File: config.mk
export PLATFORM = sky130hd
export DESIGN_NAME = dma_strided_req_gen_flat
export DESIGN_NICKNAME = d
export VERILOG_FILES = /design/src/rtl/dma_strided_req_gen_if.sv /design/src/rtl/dma_strided_req_gen.sv /design/src/flat_wrapper.sv
export SDC_FILE = /design/constraint.sdc
export NUM_CORES = 1
export LEC_CHECK = 0
export ABC_AREA = 1
export BUFFER_PORTS_ARGS = -buffer_cell sky130_fd_sc_hd__buf_2
export CORE_MARGIN = 2
export CORE_UTILIZATION = 49
export CTS_BUF_LIST = sky130_fd_sc_hd__clkbuf_4
export DETAILED_ROUTE_END_ITERATION = 6
export GPL_ROUTABILITY_DRIVEN = 1
export HOLD_SLACK_MARGIN = 0.12
export PLACE_DENSITY = 0.8
export SYNTH_ARGS = -nofsm -noshare
export SYNTH_HDL_FRONTEND = slang
export SYNTH_SLANG_ARGS = --single-unit
File: constraint.sdc
create_clock -name clk_i -period 1.65 [get_ports clk_i]
set_input_delay 0.165 -clock clk_i [delete_from_list [all_inputs] [get_ports clk_i]]
set_output_delay 0.165 -clock clk_i [all_outputs]
set_load 0.005 [all_outputs]
File: src/rtl/dma_strided_req_gen_if.sv
// Request-generator bus: DMA start command, local dmem FIFO head, and endpoint request/response.
// The master modport is the generator side and the slave modport is the environment side.
interface dma_strided_req_gen_if #(
  parameter int data_width_p   = 32,
  parameter int addr_width_p   = 32,
  parameter int len_width_p    = 12,
  parameter int reg_id_width_p = 5
);
  logic                        start_v_i;
  logic                        start_ready_o;
  logic                        push_not_pull_i;
  logic [addr_width_p-1:0]     base_addr_i;
  logic [addr_width_p-1:0]     stride_i;
  logic [len_width_p-1:0]      num_words_i;
  logic [reg_id_width_p-1:0]   reg_id_i;

  logic [data_width_p-1:0]     push_data_i;
  logic                        push_v_i;
  logic                        push_yumi_o;

  logic                        req_v_o;
  logic                        req_ready_i;
  logic                        req_write_not_read_o;
  logic [addr_width_p-1:0]     req_addr_o;
  logic [data_width_p-1:0]     req_data_o;
  logic [data_width_p/8-1:0]   req_mask_o;
  logic [reg_id_width_p-1:0]   req_reg_id_o;
  logic                        resp_v_i;

  logic                        busy_o;
  logic                        done_o;

  modport master (
    input  start_v_i, push_not_pull_i, base_addr_i, stride_i, num_words_i, reg_id_i,
    input  push_data_i, push_v_i, req_ready_i, resp_v_i,
    output start_ready_o, push_yumi_o, req_v_o, req_write_not_read_o, req_addr_o,
    output req_data_o, req_mask_o, req_reg_id_o, busy_o, done_o
  );

  modport slave (
    output start_v_i, push_not_pull_i, base_addr_i, stride_i, num_words_i, reg_id_i,
    output push_data_i, push_v_i, req_ready_i, resp_v_i,
    input  start_ready_o, push_yumi_o, req_v_o, req_write_not_read_o, req_addr_o,
    input  req_data_o, req_mask_o, req_reg_id_o, busy_o, done_o
  );
endinterface

File: src/rtl/dma_strided_req_gen.sv
// Strided remote load/store request generator with credit-bounded outstanding requests.
// Completion is reported only once every issued request has been answered.
module dma_strided_req_gen #(
  parameter int data_width_p   = 32,
  parameter int addr_width_p   = 32,
  parameter int len_width_p    = 12,
  parameter int max_out_p      = 4,
  parameter int reg_id_width_p = 5
) (
  input  logic                 clk_i,
  input  logic                 reset_i,
  dma_strided_req_gen_if.master bus
);

  localparam int credit_width_lp = $clog2(max_out_p + 1);
  localparam logic [credit_width_lp-1:0] max_out_lp = credit_width_lp'(max_out_p);
  localparam logic [credit_width_lp-1:0] one_credit_lp = credit_width_lp'(1);

  typedef enum logic [1:0] {IDLE, PUSH, PULL, DRAIN} state_e;

  state_e                      state_reg, state_next;
  logic [addr_width_p-1:0]     cursor_reg;
  logic [addr_width_p-1:0]     stride_reg;
  logic [len_width_p-1:0]      remaining_reg;
  logic [reg_id_width_p-1:0]   reg_id_reg;
  logic [credit_width_lp-1:0]  outstanding_reg, outstanding_next;

  logic                        credit_ok;
  logic                        fire;
  logic                        drained;
  logic                        start_ready;
  logic                        req_v;
  logic                        write_not_read;
  logic [data_width_p-1:0]     req_data;
  logic                        push_yumi;
  logic                        busy;
  logic                        done;

  assign credit_ok = (outstanding_reg < max_out_lp);
  assign fire      = req_v & bus.req_ready_i;
  // A response landing this cycle on the last outstanding request still counts as drained.
  assign drained   = (outstanding_reg == '0) | ((outstanding_reg == one_credit_lp) & bus.resp_v_i);

  // State register
  always_ff @(posedge clk_i) begin
    if (reset_i) state_reg <= IDLE;
    else         state_reg <= state_next;
  end

  // Next-state logic
  always_comb begin
    state_next = state_reg;
    unique case (state_reg)
      IDLE: begin
        if (bus.start_v_i) begin
          if (bus.num_words_i == '0)     state_next = DRAIN;
          else if (bus.push_not_pull_i)  state_next = PUSH;
          else                           state_next = PULL;
        end
      end
      PUSH, PULL: begin
        if (fire && (remaining_reg == len_width_p'(1))) state_next = DRAIN;
      end
      DRAIN: begin
        if (drained) state_next = IDLE;
      end
      default: state_next = IDLE;
    endcase
  end

  // Output logic; req_v never looks at req_ready_i
  always_comb begin
    start_ready    = 1'b0;
    req_v          = 1'b0;
    write_not_read = 1'b0;
    req_data       = '0;
    push_yumi      = 1'b0;
    busy           = 1'b1;
    done           = 1'b0;
    unique case (state_reg)
      IDLE: begin
        start_ready = 1'b1;
        busy        = 1'b0;
      end
      PUSH: begin
        req_v          = bus.push_v_i & credit_ok;
        write_not_read = 1'b1;
        req_data       = bus.push_data_i;
        push_yumi      = bus.push_v_i & credit_ok & bus.req_ready_i;
      end
      PULL: begin
        req_v = credit_ok;
      end
      DRAIN: begin
        done = drained;
      end
      default: begin
        busy = 1'b0;
      end
    endcase
  end

  // Credit counter: simultaneous issue and return cancel out
  always_comb begin
    outstanding_next = outstanding_reg;
    if (fire && !bus.resp_v_i)
      outstanding_next = outstanding_reg + one_credit_lp;
    else if (!fire && bus.resp_v_i && (outstanding_reg != '0))
      outstanding_next = outstanding_reg - one_credit_lp;
  end

  always_ff @(posedge clk_i) begin
    if (reset_i) begin
      cursor_reg      <= '0;
      stride_reg      <= '0;
      remaining_reg   <= '0;
      reg_id_reg      <= '0;
      outstanding_reg <= '0;
    end else begin
      if ((state_reg == IDLE) && bus.start_v_i) begin
        cursor_reg    <= bus.base_addr_i;
        stride_reg    <= bus.stride_i;
        remaining_reg <= bus.num_words_i;
        reg_id_reg    <= bus.reg_id_i;
      end else if (fire) begin
        cursor_reg    <= cursor_reg + stride_reg;
        remaining_reg <= remaining_reg - len_width_p'(1);
      end
      outstanding_reg <= outstanding_next;
    end
  end

  assign bus.start_ready_o        = start_ready;
  assign bus.req_v_o              = req_v;
  assign bus.req_write_not_read_o = write_not_read;
  assign bus.req_addr_o           = cursor_reg;
  assign bus.req_data_o           = req_data;
  assign bus.req_mask_o           = '1;
  assign bus.req_reg_id_o         = reg_id_reg;
  assign bus.push_yumi_o          = push_yumi;
  assign bus.busy_o               = busy;
  assign bus.done_o               = done;

`ifndef SYNTHESIS
  always_ff @(posedge clk_i) begin
    if (!reset_i) begin
      if (fire)
        $display("%m: %s addr=%h data=%h", write_not_read ? "store" : "load", cursor_reg, req_data);
      if (bus.resp_v_i && (outstanding_reg == '0))
        $display("%m: resp_v_i with no outstanding request ignored");
    end
  end
`endif

endmodule
File: src/flat_wrapper.sv
// flat-port wrapper written by rule: the top's interface ports become plain ports
module dma_strided_req_gen_flat 
#(
  parameter int data_width_p   = 32,
  parameter int addr_width_p   = 32,
  parameter int len_width_p    = 12,
  parameter int max_out_p      = 4,
  parameter int reg_id_width_p = 5
)
  (clk_i, reset_i, bus_start_v_i, bus_push_not_pull_i, bus_base_addr_i, bus_stride_i, bus_num_words_i, bus_reg_id_i, bus_push_data_i, bus_push_v_i, bus_req_ready_i, bus_resp_v_i, bus_start_ready_o, bus_push_yumi_o, bus_req_v_o, bus_req_write_not_read_o, bus_req_addr_o, bus_req_data_o, bus_req_mask_o, bus_req_reg_id_o, bus_busy_o, bus_done_o);
  dma_strided_req_gen_if #(.data_width_p(data_width_p), .addr_width_p(addr_width_p), .len_width_p(len_width_p), .reg_id_width_p(reg_id_width_p)) bus_i ();
  input  logic clk_i;
  input  logic reset_i;
  input wire logic [$bits(bus_i.start_v_i)-1:0] bus_start_v_i;
  input wire logic [$bits(bus_i.push_not_pull_i)-1:0] bus_push_not_pull_i;
  input wire logic [$bits(bus_i.base_addr_i)-1:0] bus_base_addr_i;
  input wire logic [$bits(bus_i.stride_i)-1:0] bus_stride_i;
  input wire logic [$bits(bus_i.num_words_i)-1:0] bus_num_words_i;
  input wire logic [$bits(bus_i.reg_id_i)-1:0] bus_reg_id_i;
  input wire logic [$bits(bus_i.push_data_i)-1:0] bus_push_data_i;
  input wire logic [$bits(bus_i.push_v_i)-1:0] bus_push_v_i;
  input wire logic [$bits(bus_i.req_ready_i)-1:0] bus_req_ready_i;
  input wire logic [$bits(bus_i.resp_v_i)-1:0] bus_resp_v_i;
  output wire logic [$bits(bus_i.start_ready_o)-1:0] bus_start_ready_o;
  output wire logic [$bits(bus_i.push_yumi_o)-1:0] bus_push_yumi_o;
  output wire logic [$bits(bus_i.req_v_o)-1:0] bus_req_v_o;
  output wire logic [$bits(bus_i.req_write_not_read_o)-1:0] bus_req_write_not_read_o;
  output wire logic [$bits(bus_i.req_addr_o)-1:0] bus_req_addr_o;
  output wire logic [$bits(bus_i.req_data_o)-1:0] bus_req_data_o;
  output wire logic [$bits(bus_i.req_mask_o)-1:0] bus_req_mask_o;
  output wire logic [$bits(bus_i.req_reg_id_o)-1:0] bus_req_reg_id_o;
  output wire logic [$bits(bus_i.busy_o)-1:0] bus_busy_o;
  output wire logic [$bits(bus_i.done_o)-1:0] bus_done_o;
  assign bus_i.start_v_i = bus_start_v_i;
  assign bus_i.push_not_pull_i = bus_push_not_pull_i;
  assign bus_i.base_addr_i = bus_base_addr_i;
  assign bus_i.stride_i = bus_stride_i;
  assign bus_i.num_words_i = bus_num_words_i;
  assign bus_i.reg_id_i = bus_reg_id_i;
  assign bus_i.push_data_i = bus_push_data_i;
  assign bus_i.push_v_i = bus_push_v_i;
  assign bus_i.req_ready_i = bus_req_ready_i;
  assign bus_i.resp_v_i = bus_resp_v_i;
  assign bus_start_ready_o = bus_i.start_ready_o;
  assign bus_push_yumi_o = bus_i.push_yumi_o;
  assign bus_req_v_o = bus_i.req_v_o;
  assign bus_req_write_not_read_o = bus_i.req_write_not_read_o;
  assign bus_req_addr_o = bus_i.req_addr_o;
  assign bus_req_data_o = bus_i.req_data_o;
  assign bus_req_mask_o = bus_i.req_mask_o;
  assign bus_req_reg_id_o = bus_i.req_reg_id_o;
  assign bus_busy_o = bus_i.busy_o;
  assign bus_done_o = bus_i.done_o;
  dma_strided_req_gen #(.data_width_p(data_width_p), .addr_width_p(addr_width_p), .len_width_p(len_width_p), .max_out_p(max_out_p), .reg_id_width_p(reg_id_width_p)) u_core (.clk_i(clk_i), .reset_i(reset_i), .bus(bus_i));
endmodule
# Word level (Yosys, flattened, before mapping)
# Index checks and enable logic that the tools add are counted.
# W data, S select, Z words.
# totals
regBits	86
inputBits	120
out_inout_bits	79
word_cells	58
# classes
add_sub_neg	4
n_lt_le_gt_ge	1
n_eq_ne	8
mux	19
n_bitwise	5
reduce_logical	15
# ops
cell	count
$mux W32	3
$add A32 B32 Y32	1
$mux W12	2
$eq A12 B1 Y1 const B	1
$logic_not A12 Y1	1
$sub A12 B1 Y12 const B	1
$mux W2	5
$mux W3	2
$pmux W2 S3	1
$logic_and A1 B1 Y1	5
$mux W1	5
$and A1 B1 Y1	4
$eq A2 B2 Y1 const B	2
$ne A2 B1 Y1 const B	2
$reduce_bool A2 Y1	2
$add A3 B1 Y3 const B	1
$eq A3 B1 Y1 const B	1
$logic_not A3 Y1	1
$lt A3 B3 Y1 const B	1
$reduce_and A3 Y1	1
$reduce_bool A3 Y1	1
$sub A3 B1 Y3 const B	1
$eq A2 B1 Y1 const B	1
$logic_not A1 Y1	2
other kinds (5)	5

# Logic depth before layout (Yosys ltp)
# depth
ltp_word	9
mapped_depth	15
depth_no_buf	14

# Least setup slack after synthesis
# OpenSTA, ideal clock, no wires.
# synth_timing
path_type	register -> register
start	register u_core.cursor_reg[0] (netlist: u_core.bus.req_addr_o[0])
end	register u_core.cursor_reg[16] (netlist: u_core.bus.req_addr_o[16])
setup_ns	0.132
arrival_ns	1.635
required_ns	1.518
slack_ns	-0.117
stages_incl_launch_ff	12
path_buffers	0
period_less_slack_ns	1.767
path_cell_list	dfxtp_1 ha_1 fa_1 nand3_1 nand3_1 nand2_1 nand2_1 nand3_1 nand2_1 xor2_1 nand2_1 a21oi_1
# synth_via
elab_chain_cells	3
# synth_lines
element	line	rtl
start, declared	dma_strided_req_gen.sv:22	logic [addr_width_p-1:0] cursor_reg;
start signal, assigned	dma_strided_req_gen.sv:121	cursor_reg <= bus.base_addr_i;
start signal, assigned	dma_strided_req_gen.sv:126	cursor_reg <= cursor_reg + stride_reg;
$add A32 B32 Y32	dma_strided_req_gen.sv:126	
$mux W32	dma_strided_req_gen.sv:125	end else if (fire) begin
$mux W32	dma_strided_req_gen.sv:120	if ((state_reg == IDLE) && bus.start_v_i) begin
# No other way between the ends. The select of a mux whose other input is x is not followed.
# A chain may end at the register's enable or synchronous reset.

# Worst setup path in the final report
# layout_timing
start	register u_core.cursor_reg[6] (netlist: u_core.bus.req_addr_o[6])
end	register u_core.cursor_reg[12] (netlist: u_core.bus.req_addr_o[12])
# The elaborated chain is that of the path after synthesis.

==> flow_metrics.py <==
metrics = {
    "status": {
        "outcome": "finished with violations",
        "violations": "DRC, setup timing",
    },
    "clock_network": {
        "numCtsBuffers": 9,
        "h-tree-depth": 3,
        "cts.clk_slew.worst_paths_ns": 0.17,
        "cts_tree": "yes",
        "clock_latency_ns": 0.54,
        "root_buffer": "clkbuf_4",
        "clock_sinks": 86,
        "cts_max_path_buffers": 2,
    },
    "global_routing": {
        "antenna_found_initial": 3,
        "grt_pass1_wl_microns": 38100,
        "grt_pass1_vias": 8435,
        "grt_usage_pct": 33.4,
        "overflow": 0,
        "grt_max_degree": 37,
    },
    "place": {
        "place_inst": 1490,
        "dp_hpwl_microns": 15000,
        "routabilityCongestion": 1.02,
        "portBuffers": 194,
    },
    "die": {
        "die-width_microns": 119,
        "start_util_pct": 50.7,
        "dieArea_sq_mm": 0.0141,
        "rows": 41,
        "ios": 199,
        "die_h_microns": 119,
        "coreArea_sq_mm": 0.0127,
    },
    "route": {
        "wire_per_inst_microns": 18.4,
        "vias": 9205,
        "wirelength_microns": 29800,
        "drt_first_pass_iters": 7,
        "remaining_drc_errors": 1,
        "via_per_inst": 5.67,
        "ant_nets": 0,
        "drt-initial-drc-count": 1075,
    },
    "worst_setup_path": {
        "critPathSlowestCell": "dfxtp_2",
        "slowest_delay_ns": 0.37,
        "cp_common_cell": "nand2_1",
        "crit_arrival_ns": 2.71,
        "cp_num_buf_inv": 2,
        "crit_chain": "ha_4 > buf_4 > nand2_2 > inv_1 > nand2_1 > nand2_1 > nand2_1 > nand3_4 > xor2_1 > nand2_1 > a31oi_2",
        "path_max_fanout": 4,
        "cp-end-kind": "flop",
        "crit_family": "simple AND/OR/NAND/NOR gates",
        "startpoint_type": "flop",
        "crit_type": "flop to flop",
        "required_ns": 2.08,
    },
    "sta": {
        "hold_violations": 0,
        "rsz0062_at_grt": "yes",
        "drv_slew": 0,
        "setup-violations-final": 81,
        "skew_ns": 0.0395,
        "finalWorstPathRequiredPeriod_ns": 2.29,
        "slew_headroom_pct": 56.2,
        "period_share_pct": 138,
        "setup_ws_ns": -0.635,
        "fmax_mhz": 438,
        "tightestPinTransition_ns": 0.656,
    },
    "finish": {
        "layout_commonest_cell": "nand2_1",
        "syn_to_final_growth_pct": 66.4,
        "drive_gt1_share_pct": 40.5,
        "fin_cells": 1623,
        "final_cell_mix": "nand2_1 (256), buf_2 (193), inv_1 (180)",
        "layout.nets": 1606,
    },
    "power": {
        "p_comb_share_pct": 67.3,
        "power.switching_mw": 6.41,
        "p_seq_share_pct": 24.1,
        "p_int_mw": 7.08,
        "total_power_mw": 13.5,
        "clkPwrFrac_pct": 8.5,
        "vdd_drop_max_uv": 900,
        "p_sw_share_pct": 47.5,
        "p_per_area_mw_per_mm2": 1260,
        "p_leak_nw": 5.71,
    },
    "min_path": {
        "min_path_type": "input pin to flop",
    },
    "logic_synthesis": {
        "synth-seq-cells": 86,
        "syn_area_per_cell_sq_um": 6.01,
        "synth_top_cell_area_share_pct": 26.7,
        "syn_inst": 1074,
        "yosysTopAreaCell": "dfxtp_1",
        "netlist_area_sq_mm": 0.00645,
        "synthTopCellsByArea": "dfxtp_1 (27%), nand2_1 (19%), inv_1 (12%), ha_1 (8.1%), nor2_1 (8.0%)",
        "yosys_warnings": 0,
        "ys_seq_area_share_pct": 26.7,
        "netlist-cell-type-count": 36,
    },
    "flow_run": {
        "drv_cap": 0,
    },
}
## layout make-up
| type | instances | area (sq um) |
|---|---|---|
| clock inverter | 7 | 41.3 |
| inverter | 201 | 793 |
| fill | 701 | 1980 |
| timing repair buffer | 392 | 2890 |
| clock buffer | 9 | 67.6 |
| antenna | 3 | 7.51 |
| tap | 172 | 215 |
| sequential | 86 | 1790 |
| multi-input combinational | 753 | 4940 |
## per-layer routing
metal / vias up / GRT usage, % / part of all wire [%]
met3: 289 / 6.81 / 9.9
met4: 0 / 19.9 / 8.8
met5: - / 0 / 0
met2: 738 / 59.5 / 47
li1: 4066 / - / -
met1: 4112 / 36.2 / 34
## metrics by stage
step                setup TNS [ns]  worst slack (ns)  hold WS [ns]  util [%]  instance area [sq um]
finish                      -14.55            -0.635         0.202      84.4                  10700
floorplan                  -0.0361           -0.0179         0.317         -                   6530
global route                -18.90            -0.638         0.195      84.4                  10700
detailed placement           -3.58            -0.215         0.426      64.3                   8180
global placement             -2.68            -0.183         0.412      64.3                   8180
CTS                          -2.57            -0.133         0.163      77.5                   9870
## worst min-delay path, cell delays in order
cell and delay, ns:
buf_2 0.11, buf_4 0.30, nor2_1 0.15
## power groups by stage
stage / clock network (mW) / registers, mW / logic, mW
after floorplan: 0 / 2.98 / 3.88
after global placement: 0 / 2.99 / 5.97
after detailed placement: 0 / 3.01 / 6.07
after CTS: 1.09 / 3.13 / 7.08
after global routing: 1.23 / 3.30 / 9.69
final: 1.15 / 3.26 / 9.08
## synth_stat cells (all sizes together)
cell type    n
a211oi       1
a21o         1
a21oi       47
a221oi       2
a22o        22
a22oi        1
a31oi       15
buf         19
clkbuf      18
clkinv       1
conb         1
dfxtp       86
fa           1
ha          42
inv        200
nand2      336
nand3       53
nand3b       4
nand4        3
nor2       139
nor3         6
nor4         4
o211ai       5
o21ai       45
o21bai       2
o221ai       1
xnor2        2
xor2        17
## final timing paths
check	start	end	slack [ns]	depth (start not counted)
worst max-delay path	u_core.bus.req_addr_o[6]	u_core.bus.req_addr_o[12]	-0.64	11
worst min-delay path	reset_i	u_core.bus.req_addr_o[14]	0.20	3
worst max register to register	u_core.bus.req_addr_o[6]	u_core.bus.req_addr_o[12]	-0.64	11
worst min register to register	u_core.bus.req_reg_id_o[3]	u_core.bus.req_reg_id_o[3]	0.50	2
## logic make-up (layout without fill, tap and decap cells)
family	after synthesis	after routing	synth area share, %
xor+xnor	19	19	2.58
fa+ha+maj	43	43	8.45
buf+inv	238	609	14.9
other cells	1	7	0.0581
flops	86	86	26.7
compound gates	142	142	13.1
simple gates	545	545	34.2
## timing repair
action,CTS,global route
pin swaps,21,40
hold buffers,84,0
endpoints found under the hold margin,85,0
resized for setup,143,183
endpoints found under the setup margin,78,86
buffers inserted,7,20
gates cloned,1,5
Power figures use the tool's default switching activity.
